--- src/rtl/regfile_wb_scheduler_pkg.sv ---
`default_nettype none
// ============================================================================
// Module      : regwb_pkg
// Description : Shared constants and types for the register-file write-back
//               scheduler: destination-mux select codes, fixed register
//               indices, write-back source indices and the stage state type.
// Ports       : none (package)
// Revision    : 1.0 - initial release
// ============================================================================
package regwb_pkg;

    // Number of write-back sources sharing the register-file write port.
    localparam int NUM_SRC = 4;

    // Destination-mux select codes.
    localparam logic [1:0] SEL_RD = 2'b00;
    localparam logic [1:0] SEL_RT = 2'b01;
    localparam logic [1:0] SEL_RA = 2'b10;
    localparam logic [1:0] SEL_SP = 2'b11;

    // Architectural register indices with a fixed role.
    localparam int REG_ZERO = 0;
    localparam int REG_RA   = 31;
    localparam int REG_SP   = 29;

    // Write-back source indices (bit positions in req_valid / req_ready).
    localparam logic [1:0] SRC_ALU  = 2'd0;
    localparam logic [1:0] SRC_MEM  = 2'd1;
    localparam logic [1:0] SRC_LINK = 2'd2;
    localparam logic [1:0] SRC_SP   = 2'd3;

    // One-entry output stage occupancy.
    typedef enum logic [0:0] {
        EMPTY = 1'b0,
        FULL  = 1'b1
    } wb_state_t;

endpackage : regwb_pkg
`default_nettype wire

--- src/rtl/regfile_wb_scheduler_arbiter.sv ---
`default_nettype none
// ============================================================================
// Module      : rr_arbiter4
// Description : Four-way round-robin arbiter. Searches the request vector
//               starting at the pointer position and grants the first
//               requester found. Purely combinational.
// Ports       : req        in  4  request vector
//               ptr        in  2  highest-priority position this cycle
//               grant      out 4  one-hot grant (all zero when no request)
//               grant_idx  out 2  binary index of the granted requester
// Revision    : 1.0 - initial release
// ============================================================================
module rr_arbiter4
    import regwb_pkg::*;
(
    input  logic [NUM_SRC-1:0] req,
    input  logic [1:0]         ptr,
    output logic [NUM_SRC-1:0] grant,
    output logic [1:0]         grant_idx
);

    logic [1:0] idx;
    logic       found;

    // Walk the four positions in priority order; the 2-bit index wraps
    // naturally, so ptr + k visits ptr, ptr+1, ... modulo 4.
    always_comb begin
        grant     = '0;
        grant_idx = '0;
        idx       = ptr;
        found     = 1'b0;
        for (int k = 0; k < NUM_SRC; k++) begin
            idx = ptr + 2'(k);
            if (!found && req[idx]) begin
                grant[idx] = 1'b1;
                grant_idx  = idx;
                found      = 1'b1;
            end
        end
    end

endmodule : rr_arbiter4
`default_nettype wire

--- src/rtl/regfile_wb_scheduler.sv ---
`default_nettype none
// ============================================================================
// Module      : regfile_wb_scheduler
// Description : Shares the single register-file write port between four
//               write-back sources (ALU, load, jump-and-link, stack pointer).
//               One source is granted per cycle in round-robin order and its
//               write is held in a one-entry output stage that drives the
//               destination-mux controls, write enable and write data.
// Ports       : clock        in  1       system clock
//               reset_n      in  1       asynchronous active-low reset
//               req_valid    in  4       per-source write request
//               req_ready    out 4       per-source accept (one-hot or zero)
//               alu_rd       in  REG_W   ALU destination register
//               alu_data     in  DATA_W  ALU result
//               mem_rt       in  REG_W   load destination register
//               mem_data     in  DATA_W  load data
//               link_data    in  DATA_W  return address for $31
//               sp_data      in  DATA_W  new stack pointer for $29
//               wb_stall     in  1       freeze the write port
//               reg_write    out 1       register-file write enable
//               reg_dst_sel  out 2       destination-mux select
//               reg_dst_in0  out REG_W   destination-mux input 0 (rd)
//               reg_dst_in1  out REG_W   destination-mux input 1 (rt)
//               reg_wdata    out DATA_W  register-file write data
//               busy         out 1       output stage occupied
//               wr_count     out 16      completed writes, saturating
// Revision    : 1.0 - initial release
// ============================================================================
module regfile_wb_scheduler
    import regwb_pkg::*;
#(
    parameter int DATA_W = 32,
    parameter int REG_W  = 5
)
(
    input  logic               clock,
    input  logic               reset_n,
    input  logic [NUM_SRC-1:0] req_valid,
    output logic [NUM_SRC-1:0] req_ready,
    input  logic [REG_W-1:0]   alu_rd,
    input  logic [DATA_W-1:0]  alu_data,
    input  logic [REG_W-1:0]   mem_rt,
    input  logic [DATA_W-1:0]  mem_data,
    input  logic [DATA_W-1:0]  link_data,
    input  logic [DATA_W-1:0]  sp_data,
    input  logic               wb_stall,
    output logic               reg_write,
    output logic [1:0]         reg_dst_sel,
    output logic [REG_W-1:0]   reg_dst_in0,
    output logic [REG_W-1:0]   reg_dst_in1,
    output logic [DATA_W-1:0]  reg_wdata,
    output logic               busy,
    output logic [15:0]        wr_count
);

    localparam logic [REG_W-1:0] ZERO_IDX = REG_W'(REG_ZERO);
    localparam logic [REG_W-1:0] RA_IDX   = REG_W'(REG_RA);
    localparam logic [REG_W-1:0] SP_IDX   = REG_W'(REG_SP);

    wb_state_t           state;
    wb_state_t           state_next;
    logic [1:0]          rr_ptr;
    logic [NUM_SRC-1:0]  grant;
    logic [1:0]          grant_idx;
    logic                can_load;
    logic                accept;
    logic [DATA_W-1:0]   load_data;
    logic [REG_W-1:0]    eff_dst;

    // ------------------------------------------------------------------
    // Arbitration
    // ------------------------------------------------------------------
    rr_arbiter4 u_arb (
        .req       (req_valid),
        .ptr       (rr_ptr),
        .grant     (grant),
        .grant_idx (grant_idx)
    );

    // The stage can take a new write when empty, or when full and draining
    // this cycle. reset_n gates ready so it reads zero while reset is held,
    // even though the EMPTY state would otherwise allow a grant.
    assign can_load  = (state == EMPTY) || !wb_stall;
    assign req_ready = (reset_n && can_load) ? grant : '0;
    assign accept    = |req_ready;

    always_ff @(posedge clock or negedge reset_n) begin
        if (!reset_n) begin
            rr_ptr <= 2'd0;
        end else if (accept) begin
            rr_ptr <= grant_idx + 2'd1;
        end
    end

    // ------------------------------------------------------------------
    // Stage state machine
    // ------------------------------------------------------------------
    always_ff @(posedge clock or negedge reset_n) begin
        if (!reset_n) begin
            state <= EMPTY;
        end else begin
            state <= state_next;
        end
    end

    always_comb begin
        state_next = state;
        unique case (state)
            EMPTY: begin
                if (accept) begin
                    state_next = FULL;
                end
            end
            FULL: begin
                // Stalled: hold. Draining: refill if a new write is accepted
                // in the same cycle, otherwise go empty.
                if (!wb_stall && !accept) begin
                    state_next = EMPTY;
                end
            end
            default: state_next = EMPTY;
        endcase
    end

    assign busy = (state == FULL);

    // ------------------------------------------------------------------
    // Output stage
    // ------------------------------------------------------------------
    always_comb begin
        load_data = alu_data;
        unique case (grant_idx)
            SRC_ALU:  load_data = alu_data;
            SRC_MEM:  load_data = mem_data;
            SRC_LINK: load_data = link_data;
            SRC_SP:   load_data = sp_data;
            default:  load_data = alu_data;
        endcase
    end

    // Only the register field belonging to the granted source is updated;
    // the other field keeps its old value so the mux inputs stay quiet.
    always_ff @(posedge clock or negedge reset_n) begin
        if (!reset_n) begin
            reg_dst_sel <= SEL_RD;
            reg_dst_in0 <= '0;
            reg_dst_in1 <= '0;
            reg_wdata   <= '0;
        end else if (accept) begin
            unique case (grant_idx)
                SRC_ALU: begin
                    reg_dst_sel <= SEL_RD;
                    reg_dst_in0 <= alu_rd;
                end
                SRC_MEM: begin
                    reg_dst_sel <= SEL_RT;
                    reg_dst_in1 <= mem_rt;
                end
                SRC_LINK: reg_dst_sel <= SEL_RA;
                SRC_SP:   reg_dst_sel <= SEL_SP;
                default:  reg_dst_sel <= SEL_RD;
            endcase
            reg_wdata <= load_data;
        end
    end

    // Destination the register file will actually see after the mux.
    always_comb begin
        eff_dst = reg_dst_in0;
        unique case (reg_dst_sel)
            SEL_RD:  eff_dst = reg_dst_in0;
            SEL_RT:  eff_dst = reg_dst_in1;
            SEL_RA:  eff_dst = RA_IDX;
            SEL_SP:  eff_dst = SP_IDX;
            default: eff_dst = reg_dst_in0;
        endcase
    end

    // Writes to $zero still drain the stage but never reach the file.
    assign reg_write = (state == FULL) && !wb_stall && (eff_dst != ZERO_IDX);

    // ------------------------------------------------------------------
    // Completed-write counter
    // ------------------------------------------------------------------
    always_ff @(posedge clock or negedge reset_n) begin
        if (!reset_n) begin
            wr_count <= 16'h0000;
        end else if (reg_write && (wr_count != 16'hFFFF)) begin
            wr_count <= wr_count + 16'h0001;
        end
    end

endmodule : regfile_wb_scheduler
`default_nettype wire

--- config.mk ---
export PLATFORM = sky130hd
export DESIGN_NAME = regfile_wb_scheduler
export DESIGN_NICKNAME = d
export VERILOG_FILES = /design/src/rtl/regfile_wb_scheduler_pkg.sv /design/src/rtl/regfile_wb_scheduler_arbiter.sv /design/src/rtl/regfile_wb_scheduler.sv
export SDC_FILE = /design/constraint.sdc
export NUM_CORES = 1
export LEC_CHECK = 0
export BUFFER_PORTS_ARGS = -buffer_cell sky130_fd_sc_hd__buf_4
export CAP_MARGIN = 20
export CORE_MARGIN = 2
export CORE_UTILIZATION = 41
export DETAILED_ROUTE_END_ITERATION = 16
export PLACE_DENSITY_LB_ADDON = 0.1
export SETUP_SLACK_MARGIN = 0.5
export SYNTH_ARGS = -nofsm -noshare
export SYNTH_HDL_FRONTEND = slang
export SYNTH_SLANG_ARGS = --single-unit
--- constraint.sdc ---
create_clock -name clock -period 3.92 [get_ports clock]
set_clock_uncertainty 0.15 [all_clocks]
set_input_delay 0.588 -clock clock [delete_from_list [all_inputs] [get_ports clock]]
set_output_delay 0.588 -clock clock [all_outputs]
set_load 0.05 [all_outputs]
==> results by group <==
Layout
  • Flip-flop and latch area: roughly 1600 um^2
  • Final nets: ~740
  • Most common cell after layout, fill and taps aside: buf_4
  • Post-route cell area: 6160 um^2
  • FILL cells: 777
  • Most frequent cells in the layout: buf_4 (234), dfrtp_1 (62), inv_1 (39)
  • Layout cells sized above 1: a little over 50%
  • N_diodes: 0
  • Multi-input logic area: 2240 um^2
  • Area Growth Syn to Fin: 57.0%

Clock network
  • Clk root buf: clkbuf_8
  • Hold buffers post-CTS: 0
  • Clock transition at path regs: 0.08 ns
  • Htree depth: 3
  • Worst-skew pair later-pin latency: 0.33 ns
  • Num CTS Buffers: 9
  • CTS Buffer Depth: 2
  • CTS tree: built
  • Clock sink count: 63

Route
  • Final ANT Viol Nets: 0
  • Residual DRC: 0
  • DR WL/cell: 17.4 um
  • DRT iter0 DRCs: 232
  • Total routed wirelength: 12.5 mm
  • Total number of vias: 3806
  • Routed vias/inst: 5.30
  • Initial DRT Pass Iterations: 6

Timing
  • RSZ-0062 raised after global routing: true
  • Endpoints failing setup: 0
  • Final min period: 3.35 ns
  • Hold Violations, Final: 0
  • Max_slew headroom: between 40% and 50%
  • Fmax: approximately 300 MHz
  • Crit share post-route: 85.5%
  • Fin Setup TNS: 0 ns
  • Slew @ Worst Pin: 0.786 ns
  • Count of pins over their slew limit: 0

Floorplan
  • Die width: 102 um
  • Die area: 10400 um^2
  • Die Ht: 102 um
  • FP Rows: 35
  • Placeable Area: 9280 um^2
  • Ports: 211
  • Initial core utilization: between 40 and 50%

Worst setup path
  • Slowest cell on the critical path: dfrtp_2
  • CP peak stage delay: just over 0.4 ns
  • CP required: 3.18 ns
  • Crit end category: primary output
  • Crit path cell chain: clkinvlp_4 > ha_4 > mux4_2 > buf_6 > nor4b_4 > buf_4 > a221oi_4 > inv_1 > buf_6
  • Largest fanout on the critical path: 6
  • Delay-heaviest family, CP: buffers and inverters
  • CP bufs+invs: 5
  • Crit-path most repeated cell: buf_6
  • Kind of critical path: reg -> out
  • Critical path arrival: approximately 2.6 ns
  • Crit start category: register

Placement
  • Number of port buffers: 210
  • DPL Wire Length: ~9 mm
  • Placed Area: 5690 um^2
  • Placer Congestion: between 0.8 and 0.9

Yosys
  • Ranking of synthesized cells by area: dfrtp_1 (40%), mux2i_1 (9.4%), a222oi_1 (8.2%), mux2_1 (7.7%), mux2_2 (5.4%)
  • Biggest area consumer among synthesized cells: dfrtp_1
  • Post-synth cell types: 43
  • Yosys warns: 0
  • Synthesized area per cell: 11.1 um^2
  • Seq/Total Area, Yosys: 40.1%
  • Gate Count Post-Synth: 353
  • Synth top area share: 40.1%
  • Number of flops mapped to enable cells by yosys: 0
  • Most used DFF post-synth: dfrtp_1
  • Ys async rst share: between 90% and 100%
  • Synthesized net count: roughly 500
  • Post-Syn Area: 3930 um^2
  • Yosys reg bits: 63

Worst hold path
  • Worst hold-check path type: in -> async

Global route
  • Remaining global-route overflow: 0
  • Initial antenna violation count: 0
  • Vias in the first global route: roughly 3.8k
  • GRT Util Overall: a little under a quarter
  • First-pass GRT wire length: 18.5 mm
  • Pin count of the biggest net entering global routing: 64

Power and ir drop
  • Peak VDD IR: 652 uV
  • Power Dens Cells: 1070 nW/um^2
  • Pleak: 3.05 nW

Run status
  • Outcome: completed

Run
  • Max cap viols: 0
-- registers in the layout, summed over array words and instances, names as in the netlist --
| signal | cells |
|---|---|
| reg_wdata | 32 |
| reg_dst_sel | 2 |
| rr_ptr | 2 |
| wr_count | 16 |
| busy | 1 |
| reg_dst_in0 | 5 |
| reg_dst_in1 | 5 |
-- worst reg2reg max path, stage by stage, from the launching register on --
cell and delay (ns):
dfrtp_2 0.41, clkinvlp_4 0.16, ha_4 0.32, mux4_2 0.39, nor2_1 0.14, or3_1 0.15, o31ai_4 0.08, buf_4 0.15
ha_1 0.21, buf_6 0.18, a222oi_1 0.40, mux2i_1 0.15, mux2_1 0.30
-- kinds of logic (layout without fill, tap and decap cells) --
family | Yosys count | in the layout | synth area share, %
buf+inv | 65 | 300 | 6.40
fa+ha+maj | 13 | 13 | 4.14
compound gates | 58 | 58 | 13.9
simple gates | 54 | 55 | 8.31
xor+xnor | 15 | 15 | 3.35
mux | 85 | 85 | 23.8
flops | 63 | 63 | 40.1
-- metrics by stage --
stage | total power (W) | instances | hold WS [ns] | utilization [%] | worst slack, ns
after floorplan | 0.00453 | 353 | 0.142 | - | 0.511
after global placement | 0.00565 | 681 | 0.318 | 61.3 | 0.321
after detailed placement | 0.00572 | 681 | 0.326 | 61.3 | 0.275
after CTS | 0.00644 | 711 | 0.322 | 65.2 | 0.484
after global routing | 0.00699 | 718 | 0.325 | 66.4 | 0.440
final | 0.00657 | 718 | 0.310 | 66.4 | 0.569
-- worst paths after layout --
check | startpoint | endpoint | slack [ns] | depth (start not counted)
setup reg to reg | rr_ptr[0] | reg_wdata[17] | 0.62 | 12
hold / removal | reset_n | wr_count[12] | 0.31 | 2
hold reg to reg | reg_wdata[28] | reg_wdata[28] | 0.34 | 1
min in group clock | reg_wdata[28] | reg_wdata[28] | 0.34 | 1
setup / recovery | rr_ptr[0] | req_ready[0] | 0.57 | 9
max in group asynchronous | reset_n | rr_ptr[0] | 2.75 | 2
-- layout make-up --
class / count / area share, %
multi-input cells: 226 / 36.4
repair buffers: 241 / 29.8
flip-flops and latches: 63 / 25.6
inverters: 43 / 2.68
well taps: 129 / 2.62
clock buffers: 11 / 2.46
clock inverters: 5 / 0.528
-- cell usage after synthesis, types with 6 or more instances --
| cell | n |
|---|---|
| a21oi_1 | 6 |
| a222oi_1 | 32 |
| buf_2 | 6 |
| clkbuf_1 | 16 |
| dfrtp_1 | 63 |
| ha_1 | 13 |
| inv_1 | 43 |
| mux2_1 | 27 |
| mux2_2 | 19 |
| mux2i_1 | 37 |
| nand2_1 | 14 |
| nor2_1 | 6 |
| xnor2_1 | 13 |
-- routing by layer --
layer  global-route usage, %  share of wire (%)  wire length [um]
met5                       0                  0                 0
met4                    6.77                1.5               183
met1                    27.1                 39              4910
met3                    5.54                8.1              1010
met2                    41.5                 51              6390
-- where the power goes --
group	internal [W]	switching (W)	leakage, nW
logic	0.00206	0.00285	2.16
registers	0.000953	0.000192	0.787
clock network	0.000263	0.000252	0.0991
-- timing repair --
action,in CTS,in global routing
cloned,1,0
setup endpoints to repair,43,41
hold endpoints to repair,0,0
setup buffers,13,7
pin swaps,6,11
gates resized for setup,9,15
Note: power is estimated with default switching activity, not from simulation.
